--- src/rtl/dcache_defs.sv ---
// Shared definitions for the blocking data-cache controller:
// bus commands, FSM states, field widths and address slicing helpers.
package dcache_defs;

    localparam int ADDR_W    = 32;
    localparam int MEM_TAG_W = 4;
    localparam int TAG_W     = 22;
    localparam int IDX_W     = 7;
    localparam int DATA_W    = 64;

    typedef enum logic [1:0] {
        BUS_NONE  = 2'd0,
        BUS_LOAD  = 2'd1,
        BUS_STORE = 2'd2
    } bus_cmd_e;

    typedef enum logic [2:0] {
        S_IDLE,
        S_WB,
        S_FETCH,
        S_WAIT,
        S_FILL
    } state_e;

    function automatic logic [TAG_W-1:0] addr_tag(input logic [ADDR_W-1:0] a);
        return a[31:10];
    endfunction

    function automatic logic [IDX_W-1:0] addr_idx(input logic [ADDR_W-1:0] a);
        return a[9:3];
    endfunction

    function automatic logic [ADDR_W-1:0] line_addr(
        input logic [TAG_W-1:0] t,
        input logic [IDX_W-1:0] i
    );
        return {t, i, 3'b000};
    endfunction

endpackage

--- src/rtl/dcache_ctrl_if.sv ---
// Bundle of LSU request/response, cache array and memory bus signals.
// master = controller side, slave = LSU/array/memory side.
interface dcache_ctrl_if;
    import dcache_defs::*;

    logic                 req_valid;
    logic                 req_store;
    logic [ADDR_W-1:0]    req_addr;
    logic [DATA_W-1:0]    req_data;
    logic                 req_ready;
    logic                 resp_valid;
    logic [DATA_W-1:0]    resp_data;

    logic [TAG_W-1:0]     cm_rd_tag;
    logic [IDX_W-1:0]     cm_rd_idx;
    logic [DATA_W-1:0]    cm_rd_data;
    logic                 cm_rd_valid;
    logic [TAG_W-1:0]     cm_victim_tag;
    logic [DATA_W-1:0]    cm_victim_data;
    logic                 cm_victim_dirty;

    logic                 cm_wr1_en;
    logic [TAG_W-1:0]     cm_wr1_tag;
    logic [IDX_W-1:0]     cm_wr1_idx;
    logic [DATA_W-1:0]    cm_wr1_data;
    logic                 cm_wr0_en;
    logic [TAG_W-1:0]     cm_wr0_tag;
    logic [IDX_W-1:0]     cm_wr0_idx;
    logic [DATA_W-1:0]    cm_wr0_data;

    logic [1:0]           proc2mem_command;
    logic [ADDR_W-1:0]    proc2mem_addr;
    logic [DATA_W-1:0]    proc2mem_data;
    logic [MEM_TAG_W-1:0] mem2proc_response;
    logic [MEM_TAG_W-1:0] mem2proc_tag;
    logic [DATA_W-1:0]    mem2proc_data;

    modport master (
        input  req_valid, req_store, req_addr, req_data,
        output req_ready, resp_valid, resp_data,
        output cm_rd_tag, cm_rd_idx,
        input  cm_rd_data, cm_rd_valid,
        input  cm_victim_tag, cm_victim_data, cm_victim_dirty,
        output cm_wr1_en, cm_wr1_tag, cm_wr1_idx, cm_wr1_data,
        output cm_wr0_en, cm_wr0_tag, cm_wr0_idx, cm_wr0_data,
        output proc2mem_command, proc2mem_addr, proc2mem_data,
        input  mem2proc_response, mem2proc_tag, mem2proc_data
    );

    modport slave (
        output req_valid, req_store, req_addr, req_data,
        input  req_ready, resp_valid, resp_data,
        input  cm_rd_tag, cm_rd_idx,
        output cm_rd_data, cm_rd_valid,
        output cm_victim_tag, cm_victim_data, cm_victim_dirty,
        input  cm_wr1_en, cm_wr1_tag, cm_wr1_idx, cm_wr1_data,
        input  cm_wr0_en, cm_wr0_tag, cm_wr0_idx, cm_wr0_data,
        input  proc2mem_command, proc2mem_addr, proc2mem_data,
        output mem2proc_response, mem2proc_tag, mem2proc_data
    );

endinterface

--- src/rtl/dcache_mshr.sv ---
// Single-entry miss register: request line, store flag/data,
// outstanding memory tag and the returned fill data.
module dcache_mshr
    import dcache_defs::*;
(
    input  logic                 clock,
    input  logic                 reset,
    input  logic                 cap_en,
    input  logic [TAG_W-1:0]     cap_tag,
    input  logic [IDX_W-1:0]     cap_idx,
    input  logic                 cap_store,
    input  logic [DATA_W-1:0]    cap_data,
    input  logic                 pend_en,
    input  logic [MEM_TAG_W-1:0] pend_in,
    input  logic                 fill_en,
    input  logic [DATA_W-1:0]    fill_in,
    output logic [TAG_W-1:0]     tag,
    output logic [IDX_W-1:0]     idx,
    output logic                 store,
    output logic [DATA_W-1:0]    data,
    output logic [MEM_TAG_W-1:0] pend_tag,
    output logic [DATA_W-1:0]    fill_data
);

    always_ff @(posedge clock or negedge reset) begin
        if (!reset) begin
            tag       <= '0;
            idx       <= '0;
            store     <= 1'b0;
            data      <= '0;
            pend_tag  <= '0;
            fill_data <= '0;
        end else begin
            if (cap_en) begin
                tag      <= cap_tag;
                idx      <= cap_idx;
                store    <= cap_store;
                data     <= cap_data;
                pend_tag <= '0;
            end
            if (pend_en) pend_tag  <= pend_in;
            if (fill_en) fill_data <= fill_in;
        end
    end

endmodule

--- src/rtl/dcache_ctrl.sv ---
// Blocking single-miss data-cache controller: hit path, dirty
// write-back, line fetch over the tagged memory bus and refill.
module dcache_ctrl
    import dcache_defs::*;
(
    input  logic         clock,
    input  logic         reset,
    dcache_ctrl_if.master bus
);

    state_e               state;
    logic [TAG_W-1:0]     m_tag;
    logic [IDX_W-1:0]     m_idx;
    logic                 m_store;
    logic [DATA_W-1:0]    m_data;
    logic [MEM_TAG_W-1:0] m_pend;
    logic [DATA_W-1:0]    m_fill;
    logic                 idle;
    logic                 accept;
    logic                 dirty_miss;
    logic                 bus_ack;
    logic                 tag_hit;

    assign idle       = (state == S_IDLE);
    assign accept     = idle && bus.req_valid;
    assign bus.cm_rd_tag = idle ? addr_tag(bus.req_addr) : m_tag;
    assign bus.cm_rd_idx = idle ? addr_idx(bus.req_addr) : m_idx;
    assign dirty_miss = !bus.cm_rd_valid && bus.cm_victim_dirty
                        && (bus.cm_victim_tag != bus.cm_rd_tag);
    assign bus_ack    = (bus.mem2proc_response != '0);
    assign tag_hit    = (state == S_WAIT) && (m_pend != '0)
                        && (bus.mem2proc_tag == m_pend);

    dcache_mshr u_mshr (
        .clock     (clock),
        .reset     (reset),
        .cap_en    (accept),
        .cap_tag   (bus.cm_rd_tag),
        .cap_idx   (bus.cm_rd_idx),
        .cap_store (bus.req_store),
        .cap_data  (bus.req_data),
        .pend_en   ((state == S_FETCH) && bus_ack),
        .pend_in   (bus.mem2proc_response),
        .fill_en   (tag_hit),
        .fill_in   (bus.mem2proc_data),
        .tag       (m_tag),
        .idx       (m_idx),
        .store     (m_store),
        .data      (m_data),
        .pend_tag  (m_pend),
        .fill_data (m_fill)
    );

    always_ff @(posedge clock or negedge reset) begin
        if (!reset) begin
            state                <= S_IDLE;
            bus.req_ready        <= 1'b1;
            bus.resp_valid       <= 1'b0;
            bus.resp_data        <= '0;
            bus.cm_wr1_en        <= 1'b0;
            bus.cm_wr1_tag       <= '0;
            bus.cm_wr1_idx       <= '0;
            bus.cm_wr1_data      <= '0;
            bus.cm_wr0_en        <= 1'b0;
            bus.cm_wr0_tag       <= '0;
            bus.cm_wr0_idx       <= '0;
            bus.cm_wr0_data      <= '0;
            bus.proc2mem_command <= BUS_NONE;
            bus.proc2mem_addr    <= '0;
            bus.proc2mem_data    <= '0;
        end else begin
            bus.resp_valid <= 1'b0;
            bus.cm_wr1_en  <= 1'b0;
            bus.cm_wr0_en  <= 1'b0;
            unique case (state)
                S_IDLE: begin
                    if (accept) begin
                        // a clean store miss allocates the whole quadword
                        if (bus.cm_rd_valid || (bus.req_store && !dirty_miss)) begin
                            bus.resp_valid <= 1'b1;
                            if (bus.req_store) begin
                                bus.cm_wr1_en   <= 1'b1;
                                bus.cm_wr1_tag  <= bus.cm_rd_tag;
                                bus.cm_wr1_idx  <= bus.cm_rd_idx;
                                bus.cm_wr1_data <= bus.req_data;
                                bus.resp_data   <= '0;
                            end else begin
                                bus.resp_data   <= bus.cm_rd_data;
                            end
                        end else if (dirty_miss) begin
                            state                <= S_WB;
                            bus.req_ready        <= 1'b0;
                            bus.proc2mem_command <= BUS_STORE;
                            bus.proc2mem_addr    <= line_addr(bus.cm_victim_tag,
                                                              bus.cm_rd_idx);
                            bus.proc2mem_data    <= bus.cm_victim_data;
                        end else begin
                            state                <= S_FETCH;
                            bus.req_ready        <= 1'b0;
                            bus.proc2mem_command <= BUS_LOAD;
                            bus.proc2mem_addr    <= line_addr(bus.cm_rd_tag,
                                                              bus.cm_rd_idx);
                        end
                    end
                end
                S_WB: begin
                    if (bus_ack) begin
                        bus.proc2mem_data <= '0;
                        if (m_store) begin
                            state                <= S_IDLE;
                            bus.req_ready        <= 1'b1;
                            bus.resp_valid       <= 1'b1;
                            bus.resp_data        <= '0;
                            bus.cm_wr1_en        <= 1'b1;
                            bus.cm_wr1_tag       <= m_tag;
                            bus.cm_wr1_idx       <= m_idx;
                            bus.cm_wr1_data      <= m_data;
                            bus.proc2mem_command <= BUS_NONE;
                        end else begin
                            state                <= S_FETCH;
                            bus.proc2mem_command <= BUS_LOAD;
                            bus.proc2mem_addr    <= line_addr(m_tag, m_idx);
                        end
                    end
                end
                S_FETCH: begin
                    if (bus_ack) begin
                        state                <= S_WAIT;
                        bus.proc2mem_command <= BUS_NONE;
                    end
                end
                S_WAIT: begin
                    if (tag_hit) begin
                        state           <= S_FILL;
                        bus.cm_wr0_en   <= 1'b1;
                        bus.cm_wr0_tag  <= m_tag;
                        bus.cm_wr0_idx  <= m_idx;
                        bus.cm_wr0_data <= bus.mem2proc_data;
                    end
                end
                S_FILL: begin
                    state          <= S_IDLE;
                    bus.req_ready  <= 1'b1;
                    bus.resp_valid <= 1'b1;
                    bus.resp_data  <= m_fill;
                end
                default: state <= S_IDLE;
            endcase
        end
    end

endmodule

--- src/flat_wrapper.sv ---
// flat-port wrapper written by rule: the top's interface ports become plain ports
module dcache_ctrl_flat import dcache_defs::*;
  (clock, reset, bus_req_valid, bus_req_store, bus_req_addr, bus_req_data, bus_req_ready, bus_resp_valid, bus_resp_data, bus_cm_rd_tag, bus_cm_rd_idx, bus_cm_rd_data, bus_cm_rd_valid, bus_cm_victim_tag, bus_cm_victim_data, bus_cm_victim_dirty, bus_cm_wr1_en, bus_cm_wr1_tag, bus_cm_wr1_idx, bus_cm_wr1_data, bus_cm_wr0_en, bus_cm_wr0_tag, bus_cm_wr0_idx, bus_cm_wr0_data, bus_proc2mem_command, bus_proc2mem_addr, bus_proc2mem_data, bus_mem2proc_response, bus_mem2proc_tag, bus_mem2proc_data);
  dcache_ctrl_if bus_i ();
  input  logic clock;
  input  logic reset;
  input wire logic [$bits(bus_i.req_valid)-1:0] bus_req_valid;
  input wire logic [$bits(bus_i.req_store)-1:0] bus_req_store;
  input wire logic [$bits(bus_i.req_addr)-1:0] bus_req_addr;
  input wire logic [$bits(bus_i.req_data)-1:0] bus_req_data;
  output wire logic [$bits(bus_i.req_ready)-1:0] bus_req_ready;
  output wire logic [$bits(bus_i.resp_valid)-1:0] bus_resp_valid;
  output wire logic [$bits(bus_i.resp_data)-1:0] bus_resp_data;
  output wire logic [$bits(bus_i.cm_rd_tag)-1:0] bus_cm_rd_tag;
  output wire logic [$bits(bus_i.cm_rd_idx)-1:0] bus_cm_rd_idx;
  input wire logic [$bits(bus_i.cm_rd_data)-1:0] bus_cm_rd_data;
  input wire logic [$bits(bus_i.cm_rd_valid)-1:0] bus_cm_rd_valid;
  input wire logic [$bits(bus_i.cm_victim_tag)-1:0] bus_cm_victim_tag;
  input wire logic [$bits(bus_i.cm_victim_data)-1:0] bus_cm_victim_data;
  input wire logic [$bits(bus_i.cm_victim_dirty)-1:0] bus_cm_victim_dirty;
  output wire logic [$bits(bus_i.cm_wr1_en)-1:0] bus_cm_wr1_en;
  output wire logic [$bits(bus_i.cm_wr1_tag)-1:0] bus_cm_wr1_tag;
  output wire logic [$bits(bus_i.cm_wr1_idx)-1:0] bus_cm_wr1_idx;
  output wire logic [$bits(bus_i.cm_wr1_data)-1:0] bus_cm_wr1_data;
  output wire logic [$bits(bus_i.cm_wr0_en)-1:0] bus_cm_wr0_en;
  output wire logic [$bits(bus_i.cm_wr0_tag)-1:0] bus_cm_wr0_tag;
  output wire logic [$bits(bus_i.cm_wr0_idx)-1:0] bus_cm_wr0_idx;
  output wire logic [$bits(bus_i.cm_wr0_data)-1:0] bus_cm_wr0_data;
  output wire logic [$bits(bus_i.proc2mem_command)-1:0] bus_proc2mem_command;
  output wire logic [$bits(bus_i.proc2mem_addr)-1:0] bus_proc2mem_addr;
  output wire logic [$bits(bus_i.proc2mem_data)-1:0] bus_proc2mem_data;
  input wire logic [$bits(bus_i.mem2proc_response)-1:0] bus_mem2proc_response;
  input wire logic [$bits(bus_i.mem2proc_tag)-1:0] bus_mem2proc_tag;
  input wire logic [$bits(bus_i.mem2proc_data)-1:0] bus_mem2proc_data;
  assign bus_i.req_valid = bus_req_valid;
  assign bus_i.req_store = bus_req_store;
  assign bus_i.req_addr = bus_req_addr;
  assign bus_i.req_data = bus_req_data;
  assign bus_req_ready = bus_i.req_ready;
  assign bus_resp_valid = bus_i.resp_valid;
  assign bus_resp_data = bus_i.resp_data;
  assign bus_cm_rd_tag = bus_i.cm_rd_tag;
  assign bus_cm_rd_idx = bus_i.cm_rd_idx;
  assign bus_i.cm_rd_data = bus_cm_rd_data;
  assign bus_i.cm_rd_valid = bus_cm_rd_valid;
  assign bus_i.cm_victim_tag = bus_cm_victim_tag;
  assign bus_i.cm_victim_data = bus_cm_victim_data;
  assign bus_i.cm_victim_dirty = bus_cm_victim_dirty;
  assign bus_cm_wr1_en = bus_i.cm_wr1_en;
  assign bus_cm_wr1_tag = bus_i.cm_wr1_tag;
  assign bus_cm_wr1_idx = bus_i.cm_wr1_idx;
  assign bus_cm_wr1_data = bus_i.cm_wr1_data;
  assign bus_cm_wr0_en = bus_i.cm_wr0_en;
  assign bus_cm_wr0_tag = bus_i.cm_wr0_tag;
  assign bus_cm_wr0_idx = bus_i.cm_wr0_idx;
  assign bus_cm_wr0_data = bus_i.cm_wr0_data;
  assign bus_proc2mem_command = bus_i.proc2mem_command;
  assign bus_proc2mem_addr = bus_i.proc2mem_addr;
  assign bus_proc2mem_data = bus_i.proc2mem_data;
  assign bus_i.mem2proc_response = bus_mem2proc_response;
  assign bus_i.mem2proc_tag = bus_mem2proc_tag;
  assign bus_i.mem2proc_data = bus_mem2proc_data;
  dcache_ctrl u_core (.clock(clock), .reset(reset), .bus(bus_i));
endmodule
--- config.mk ---
export PLATFORM = sky130hd
export DESIGN_NAME = dcache_ctrl_flat
export DESIGN_NICKNAME = d
export VERILOG_FILES = /design/src/rtl/dcache_defs.sv /design/src/rtl/dcache_ctrl_if.sv /design/src/rtl/dcache_mshr.sv /design/src/rtl/dcache_ctrl.sv /design/src/flat_wrapper.sv
export SDC_FILE = /design/constraint.sdc
export NUM_CORES = 1
export LEC_CHECK = 0
export ABC_CLOCK_PERIOD_IN_PS = 6300
export BUFFER_PORTS_ARGS = -buffer_cell sky130_fd_sc_hd__buf_2
export CAP_MARGIN = 40
export CORE_AREA = 2 2 273 275
export CTS_CLUSTER_SIZE = 14
export DETAILED_ROUTE_END_ITERATION = 10
export DIE_AREA = 0 0 275 277
export PLACE_DENSITY_LB_ADDON = 0.2
export SETUP_SLACK_MARGIN = 0.15
export SLEW_MARGIN = 20
export SYNTH_ARGS = -nofsm -noshare
export SYNTH_HDL_FRONTEND = slang
export SYNTH_SLANG_ARGS = --single-unit
--- constraint.sdc ---
create_clock -name clock -period 6.3 [get_ports clock]
set_clock_uncertainty 0.2 [all_clocks]
set_input_delay 1.26 -clock clock [delete_from_list [all_inputs] [get_ports clock]]
set_output_delay 1.26 -clock clock [all_outputs]
set_load 0.01 [all_outputs]
After elaboration in Yosys (flattened, before gate mapping)
Index checks and enable logic that the tools add are counted.
{"block": "totals", "regBits": 517, "in_bits": 324}
{"block": "op_classes", "n_eq_ne": 16, "muxes": 70, "reduce_logical": 25}
{"op": "64-bit two-way mux", "n": 14}
{"op": "64-bit one-hot mux with 2 select lines", "n": 2}
{"op": "64-bit one-hot mux with 3 select lines", "n": 1}
{"op": "32-bit two-way mux", "n": 5}
{"op": "22-bit two-way mux", "n": 6}
{"op": "32-bit one-hot mux with 2 select lines", "n": 1}
{"op": "22-bit one-hot mux with 2 select lines", "n": 1}
{"op": "7-bit two-way mux", "n": 6}
{"op": "5-bit AND reduction", "n": 6}
{"op": "22-bit != test", "n": 1}
{"op": "3-bit two-way mux", "n": 5}
{"op": "1-bit two-way mux", "n": 14}
{"op": "2-bit two-way mux", "n": 7}
{"op": "2-bit != test (second input constant)", "n": 7}
{"op": "7-bit one-hot mux with 2 select lines", "n": 1}
{"op": "3-bit one-hot mux with 4 select lines", "n": 1}
{"op": "4-bit two-way mux", "n": 2}
{"op": "4-bit nonzero test", "n": 2}
{"op": "1-bit logical AND", "n": 7}
{"op": "3-bit by 2-bit == test with 1-bit output (second input constant)", "n": 2}
{"op": "2-bit by 1-bit != test with 1-bit output (second input constant)", "n": 3}
{"op": "1-bit one-hot mux with 3 select lines", "n": 2}
{"op": "2-bit one-hot mux with 3 select lines", "n": 1}
{"op": "6-bit AND reduction", "n": 1}
{"op": "10 further kinds", "n": 13}

Logic depth before layout (Yosys ltp)
{"block": "depth", "depth_word": 10, "depth_mapped": 13, "mapped_depth_nobuf": 9}

Cells and area by module
A second synthesis with hierarchy kept.
{"block": "unflattened", "cells_unflattened": 2137, "area_unflattened_um2": 22392.7}
{"mod": "dcache_ctrl", "n_inst": 1, "cells_per_inst": 1794, "area_per_inst_um2": 16136.7, "seq_area_each_um2": 8809.7}
{"mod": "dcache_mshr", "n_inst": 1, "cells_per_inst": 343, "area_per_inst_um2": 6256.0, "seq_area_each_um2": 4053.9}

Worst setup path before layout
No wires, ideal clock.
{"block": "synth_timing", "kind": "in2reg", "start": "in bus_cm_victim_tag[8]", "end": "reg u_core.bus.resp_data[58]", "setup_ps": 132, "t_arrival_ps": 3344, "setup_slack_ps": 2623, "stages": 11, "n_path_buf": 3, "path_cell_list": "inv_1 -> a22o_1 -> or4_1 -> a21oi_1 -> a41oi_2 -> o31a_1 -> buf_4 -> buf_6 -> buf_4 -> nand2_1 -> o21ai_1"}
{"block": "synth_between", "elab_chain_len": 7}
{"element": "from (decl)", "line_no": "flat_wrapper.sv:18", "rtl": "input wire logic [$bits(bus_i.cm_victim_tag)-1:0] bus_cm_victim_tag;"}
{"element": "22-bit != test", "line_no": "dcache_ctrl.sv:29", "rtl": "&& (bus.cm_victim_tag != bus.cm_rd_tag);"}
{"element": "1-bit logical AND", "line_no": "dcache_ctrl.sv:29"}
{"element": "1-bit logical NOT", "line_no": "dcache_ctrl.sv:79", "rtl": "if (bus.cm_rd_valid || (bus.req_store && !dirty_miss)) begin"}
{"element": "1-bit logical AND", "line_no": "dcache_ctrl.sv:79"}
{"element": "1-bit logical OR", "line_no": "dcache_ctrl.sv:79"}
{"element": "2-bit != test (no source line)"}
{"element": "5-bit AND reduction (no source line)"}
{"element": "to (signal assigned)", "line_no": "dcache_ctrl.sv:88", "rtl": "bus.resp_data <= bus.cm_rd_data;"}
{"element": "to (signal assigned)", "line_no": "dcache_ctrl.sv:145", "rtl": "bus.resp_data <= m_fill;"}
{"element": "to (decl)", "line_no": "dcache_ctrl_if.sv:40", "rtl": "output req_ready, resp_valid, resp_data,"}
No other way between the ends.
A chain may end at the register's enable or synchronous reset.

Worst setup path after layout
{"block": "layout_timing", "start": "reg u_core.state[0]", "end": "reg u_core.bus.cm_wr1_data[5]"}
{"block": "layout_between", "elab_chain_len": 9, "word_cells_on_any_way": 17}
{"element": "from (decl)", "line_no": "dcache_ctrl.sv:11", "rtl": "state_e state;"}
{"element": "from (signal assigned)", "line_no": "dcache_ctrl.sv:56", "rtl": "state <= S_IDLE;"}
{"element": "from (signal assigned)", "line_no": "dcache_ctrl.sv:91", "rtl": "state <= S_WB;"}
{"element": "from (signal assigned)", "line_no": "dcache_ctrl.sv:98", "rtl": "state <= S_FETCH;"}
{"element": "3-bit logical NOT", "line_no": "dcache_ctrl.sv:24, dcache_ctrl.sv:75"}
{"element": "22-bit two-way mux", "line_no": "dcache_ctrl.sv:26", "rtl": "assign bus.cm_rd_tag = idle ? addr_tag(bus.req_addr) : m_tag;"}
{"element": "22-bit != test", "line_no": "dcache_ctrl.sv:29"}
{"element": "1-bit logical AND", "line_no": "dcache_ctrl.sv:29"}
{"element": "1-bit logical NOT", "line_no": "dcache_ctrl.sv:79"}
{"element": "1-bit logical AND", "line_no": "dcache_ctrl.sv:79"}
{"element": "1-bit logical OR", "line_no": "dcache_ctrl.sv:79"}
{"element": "2-bit != test (no source line)"}
{"element": "6-bit AND reduction (no source line)"}
{"element": "to (signal assigned)", "line_no": "dcache_ctrl.sv:85", "rtl": "bus.cm_wr1_data <= bus.req_data;"}
{"element": "to (signal assigned)", "line_no": "dcache_ctrl.sv:117", "rtl": "bus.cm_wr1_data <= m_data;"}
{"element": "to (decl)", "line_no": "dcache_ctrl_if.sv:44", "rtl": "output cm_wr1_en, cm_wr1_tag, cm_wr1_idx, cm_wr1_data,"}
Parallel ways exist; a longest one is shown, timed or not.

==> results.py <==
metrics = {
    "finish": {
        "nets": 3188,
        "area_delta_synth_final_pct": 32.5,
        "drive_gt1_frac": 0.306,
        "layout.cells.non_filler": 3899,
    },
    "pwr": {
        "swShare": 0.385,
        "intPower_w": 0.00893,
        "pwr-share-seq": 0.378,
        "finalPower_w": 0.0145,
        "switchingPower_w": 0.00558,
        "combPwrFrac": 0.365,
        "max-vdd-ir-drop_v": 0.000267,
        "cellPowerDensity_nw_per_um2": 521,
        "p_clk_frac": 0.257,
        "power_leakage_nw": 15.1,
    },
    "clock_network": {
        "hold_buffers": 0,
        "cts.sinks": 514,
        "cts_resized": 0,
        "clk_latency_ns": 0.61,
        "cts_setup_buffers": 0,
        "clkTransAtPathRegs_ns": 0.06,
        "htreeDepth": 2,
        "cts_inserted_buffers": 60,
        "clockRootBuffer": "clkbuf_16",
        "clk_path_buf_depth": 3,
        "cts_tree": "built",
    },
    "logic_synthesis": {
        "synth_edf_count": 0,
        "synthTopCellsByCount": "882 x nand2_1, 513 x dfrtp_1, 120 x nor2_1, 96 x clkbuf_1, 78 x o21ai_0",
        "yosysMostFrequentCell": "nand2_1",
        "ys_ff_latch": 514,
        "synth_warnings": 0,
        "syn_inst": 2205,
        "ys_async_sr_fraction": 1.00,
        "synth.distinct_cells": 49,
        "synth_largest_area_cell": "dfrtp_1",
        "synth.yosys.seq_area_share": 0.612,
        "synth.area.top_cells": "dfrtp_1 61%, nand2_1 16%, a22o_1 2.9%, a22oi_1 2.4%, nor2_1 2.1%",
        "synth.avg_cell_area_um2": 9.54,
        "synth.top_cell.area_share": 0.611,
        "netlist_area_um2": 21000,
        "yosys_most_used_dff": "dfrtp_1",
    },
    "place": {
        "dpl.cell_count": 3767,
        "place_congestion": 0.859,
        "dp_hpwl_mm": 55.2,
        "io_buffers": 698,
    },
    "grt": {
        "grt_overflow_total": 0,
        "grt_max_degree": 130,
        "antenna_found_initial": 24,
        "grt_pass1_wl_mm": 117,
        "grt_pass1_vias": 18534,
        "grt_usage": 0.200,
    },
    "worst_setup_path": {
        "crit_path_cell_trace": "or3_2, buf_4, or4_1, a22oi_2, a41oi_2, buf_6, o21a_1, inv_6, buf_12, nor2_1, a31oi_1",
        "end_kind": "flip-flop",
        "crit_path_max_incr_delay_ns": 0.89,
        "r2r_slack_ns": 1.13,
        "cp.arrival_ns": 5.48,
        "slowest_stage": "or3_2",
        "critPathLaunchType": "flip-flop",
        "worstSetupPathType": "flip-flop to flip-flop",
        "crit_path_max_fanout": 94,
        "critPathRequiredTime_ns": 6.61,
    },
    "floorplanning": {
        "die_y_um": 277,
        "start_util": 0.286,
        "die_w_um": 275,
        "core_area_um2": 73600,
        "ios": 705,
        "die_area_um2": 76200,
        "rows": 100,
    },
    "route": {
        "routedWlPerCell_um": 20.1,
        "dr.max_layer_used": "met5",
        "wl_met1_mm": 31.9,
        "wl_mm": 78.5,
        "wl_met2_mm": 37.1,
        "dr.pass1.iters": 5,
        "via_per_inst": 4.72,
        "wl_met3_mm": 6.97,
        "drc": 0,
        "drt_iter0_markers": 1252,
        "antenna_left": 0,
        "num_vias": 18394,
    },
    "timing": {
        "fin_crit_ns": 5.17,
        "slew_headroom": 0.434,
        "fin_crit_sh": 0.821,
        "finalSetupViolCount": 0,
        "setup_tns_ns": 0,
        "report.final.slew_viol_count": 0,
        "worst_pin_slew_ns": 0.848,
        "rsz0062_at_grt": "no",
        "fmax_mhz": 193,
        "hold_viol_final": 0,
    },
    "job": {
        "drv_cap": 0,
    },
    "status": {
        "outcome": "complete, no violations",
    },
    "hold_path": {
        "hold_path_class": "flip-flop to flip-flop",
    },
}
cells by family after synthesis:
| kind of cell | share of synthesized area |
|---|---|
| multiplexers | 0.0276 |
| other | 0.000178 |
| AO/OA/AOI/OAI | 0.118 |
| buffers and inverters | 0.0375 |
| flip-flops | 0.612 |
| AND/OR/NAND/NOR | 0.194 |
| XOR/XNOR | 0.0112 |
final timing paths:
| check | from | end | cells past startpoint |
|---|---|---|---|
| worst max-delay path | u_core.state[0] | u_core.bus.cm_wr1_data[5] | 11 |
| worst min-delay path | u_core.bus.cm_wr0_tag[2] | u_core.bus.cm_wr0_tag[2] | 2 |
| worst max register to register | u_core.state[0] | u_core.bus.cm_wr1_data[5] | 11 |
| worst min register to register | u_core.bus.cm_wr0_tag[2] | u_core.bus.cm_wr0_tag[2] | 2 |
| max in group asynchronous | reset | u_core.bus.cm_wr0_tag[13] | 2 |
| min in group asynchronous | reset | u_core.bus.resp_data[10] | 1 |
cells in the final DEF, fill, tap and decap left out, types with 5 or more instances in the layout:
master,synthesis,final
a21oi_1,32,32
a22o_1,69,69
a22oi_1,66,66
a31oi_1,66,66
buf_12,0,11
buf_2,34,697
buf_4,9,27
bufinv_16,0,8
clkbuf_1,96,11
clkbuf_16,0,61
clkbuf_8,0,15
clkinv_2,0,7
clkinvlp_4,0,6
dfrtp_1,513,513
diode_2,0,17
inv_1,41,40
mux2_2,29,29
mux2i_1,24,24
nand2_1,882,880
nand3_1,20,20
nor2_1,120,118
nor2b_1,5,5
nor3_1,7,6
o211ai_1,11,11
o21ai_0,78,78
o21ai_1,16,16
o221ai_1,9,9
o22ai_1,5,5
xnor2_1,16,16
xor2_1,11,11
stage by stage:
stage	worst slack, ns	cell area, µm²	util	hold WS, ns
floorplan	2.62	21000	-	0.246
global placement	0.856	25500	0.347	0.252
detailed placement	1.11	25600	0.348	0.258
CTS	1.11	27700	0.377	0.273
global route	0.786	27900	0.379	0.290
finish	1.13	27900	0.379	0.267
flip-flops by register name, indices dropped and copies added, names as in the netlist, 2 cells and up:
| signal | count |
|---|---|
| u_core.bus.cm_wr1_idx | 7 |
| u_core.bus.cm_wr1_data | 64 |
| u_core.bus.proc2mem_addr | 29 |
| u_core.bus.proc2mem_command | 2 |
| u_core.bus.cm_wr0_tag | 22 |
| u_core.u_mshr.data | 64 |
| u_core.bus.resp_data | 64 |
| u_core.state | 3 |
| u_core.bus.cm_wr0_idx | 7 |
| u_core.u_mshr.idx | 7 |
| u_core.u_mshr.fill_data | 64 |
| u_core.bus.proc2mem_data | 64 |
| u_core.bus.cm_wr1_tag | 22 |
| u_core.u_mshr.pend_tag | 4 |
| u_core.u_mshr.tag | 22 |
| u_core.bus.cm_wr0_data | 64 |
power by group through the flow:
stage,combinational [W],sequential (W),clock (W)
after detailed placement,0.00535,0.00553,0
after global routing,0.00591,0.00567,0.00398
after floorplan,0.00255,0.00581,0
after CTS,0.00537,0.00549,0.00383
final,0.00530,0.00549,0.00373
after global placement,0.00525,0.00548,0
critical path, delay by kind of cell, from the launching register on:
family	cells	cell delay, ns
AOI/OAI and AO/OA	4	1.16
DFF	1	0.56
and+or+nand+nor	3	1.52
buffers and inverters	4	1.50
area by class of cell:
cell class | count | area [µm²]
diodes | 17 | 42.5
clock buffers | 87 | 1770
clock inverters | 24 | 349
fillers | 7524 | 45700
inverters | 42 | 165
multi-input cells | 1505 | 7440
flip-flops and latches | 514 | 12900
well taps | 969 | 1210
repair buffers | 741 | 4030
metal layers:
metal | vias to the layer above | GRT usage
li1 | 8613 | -
met1 | 8935 | 0.249
met2 | 682 | 0.326
met3 | 146 | 0.0643
met4 | 18 | 0.0676
met5 | - | 0
Power figures use the tool's default switching activity.
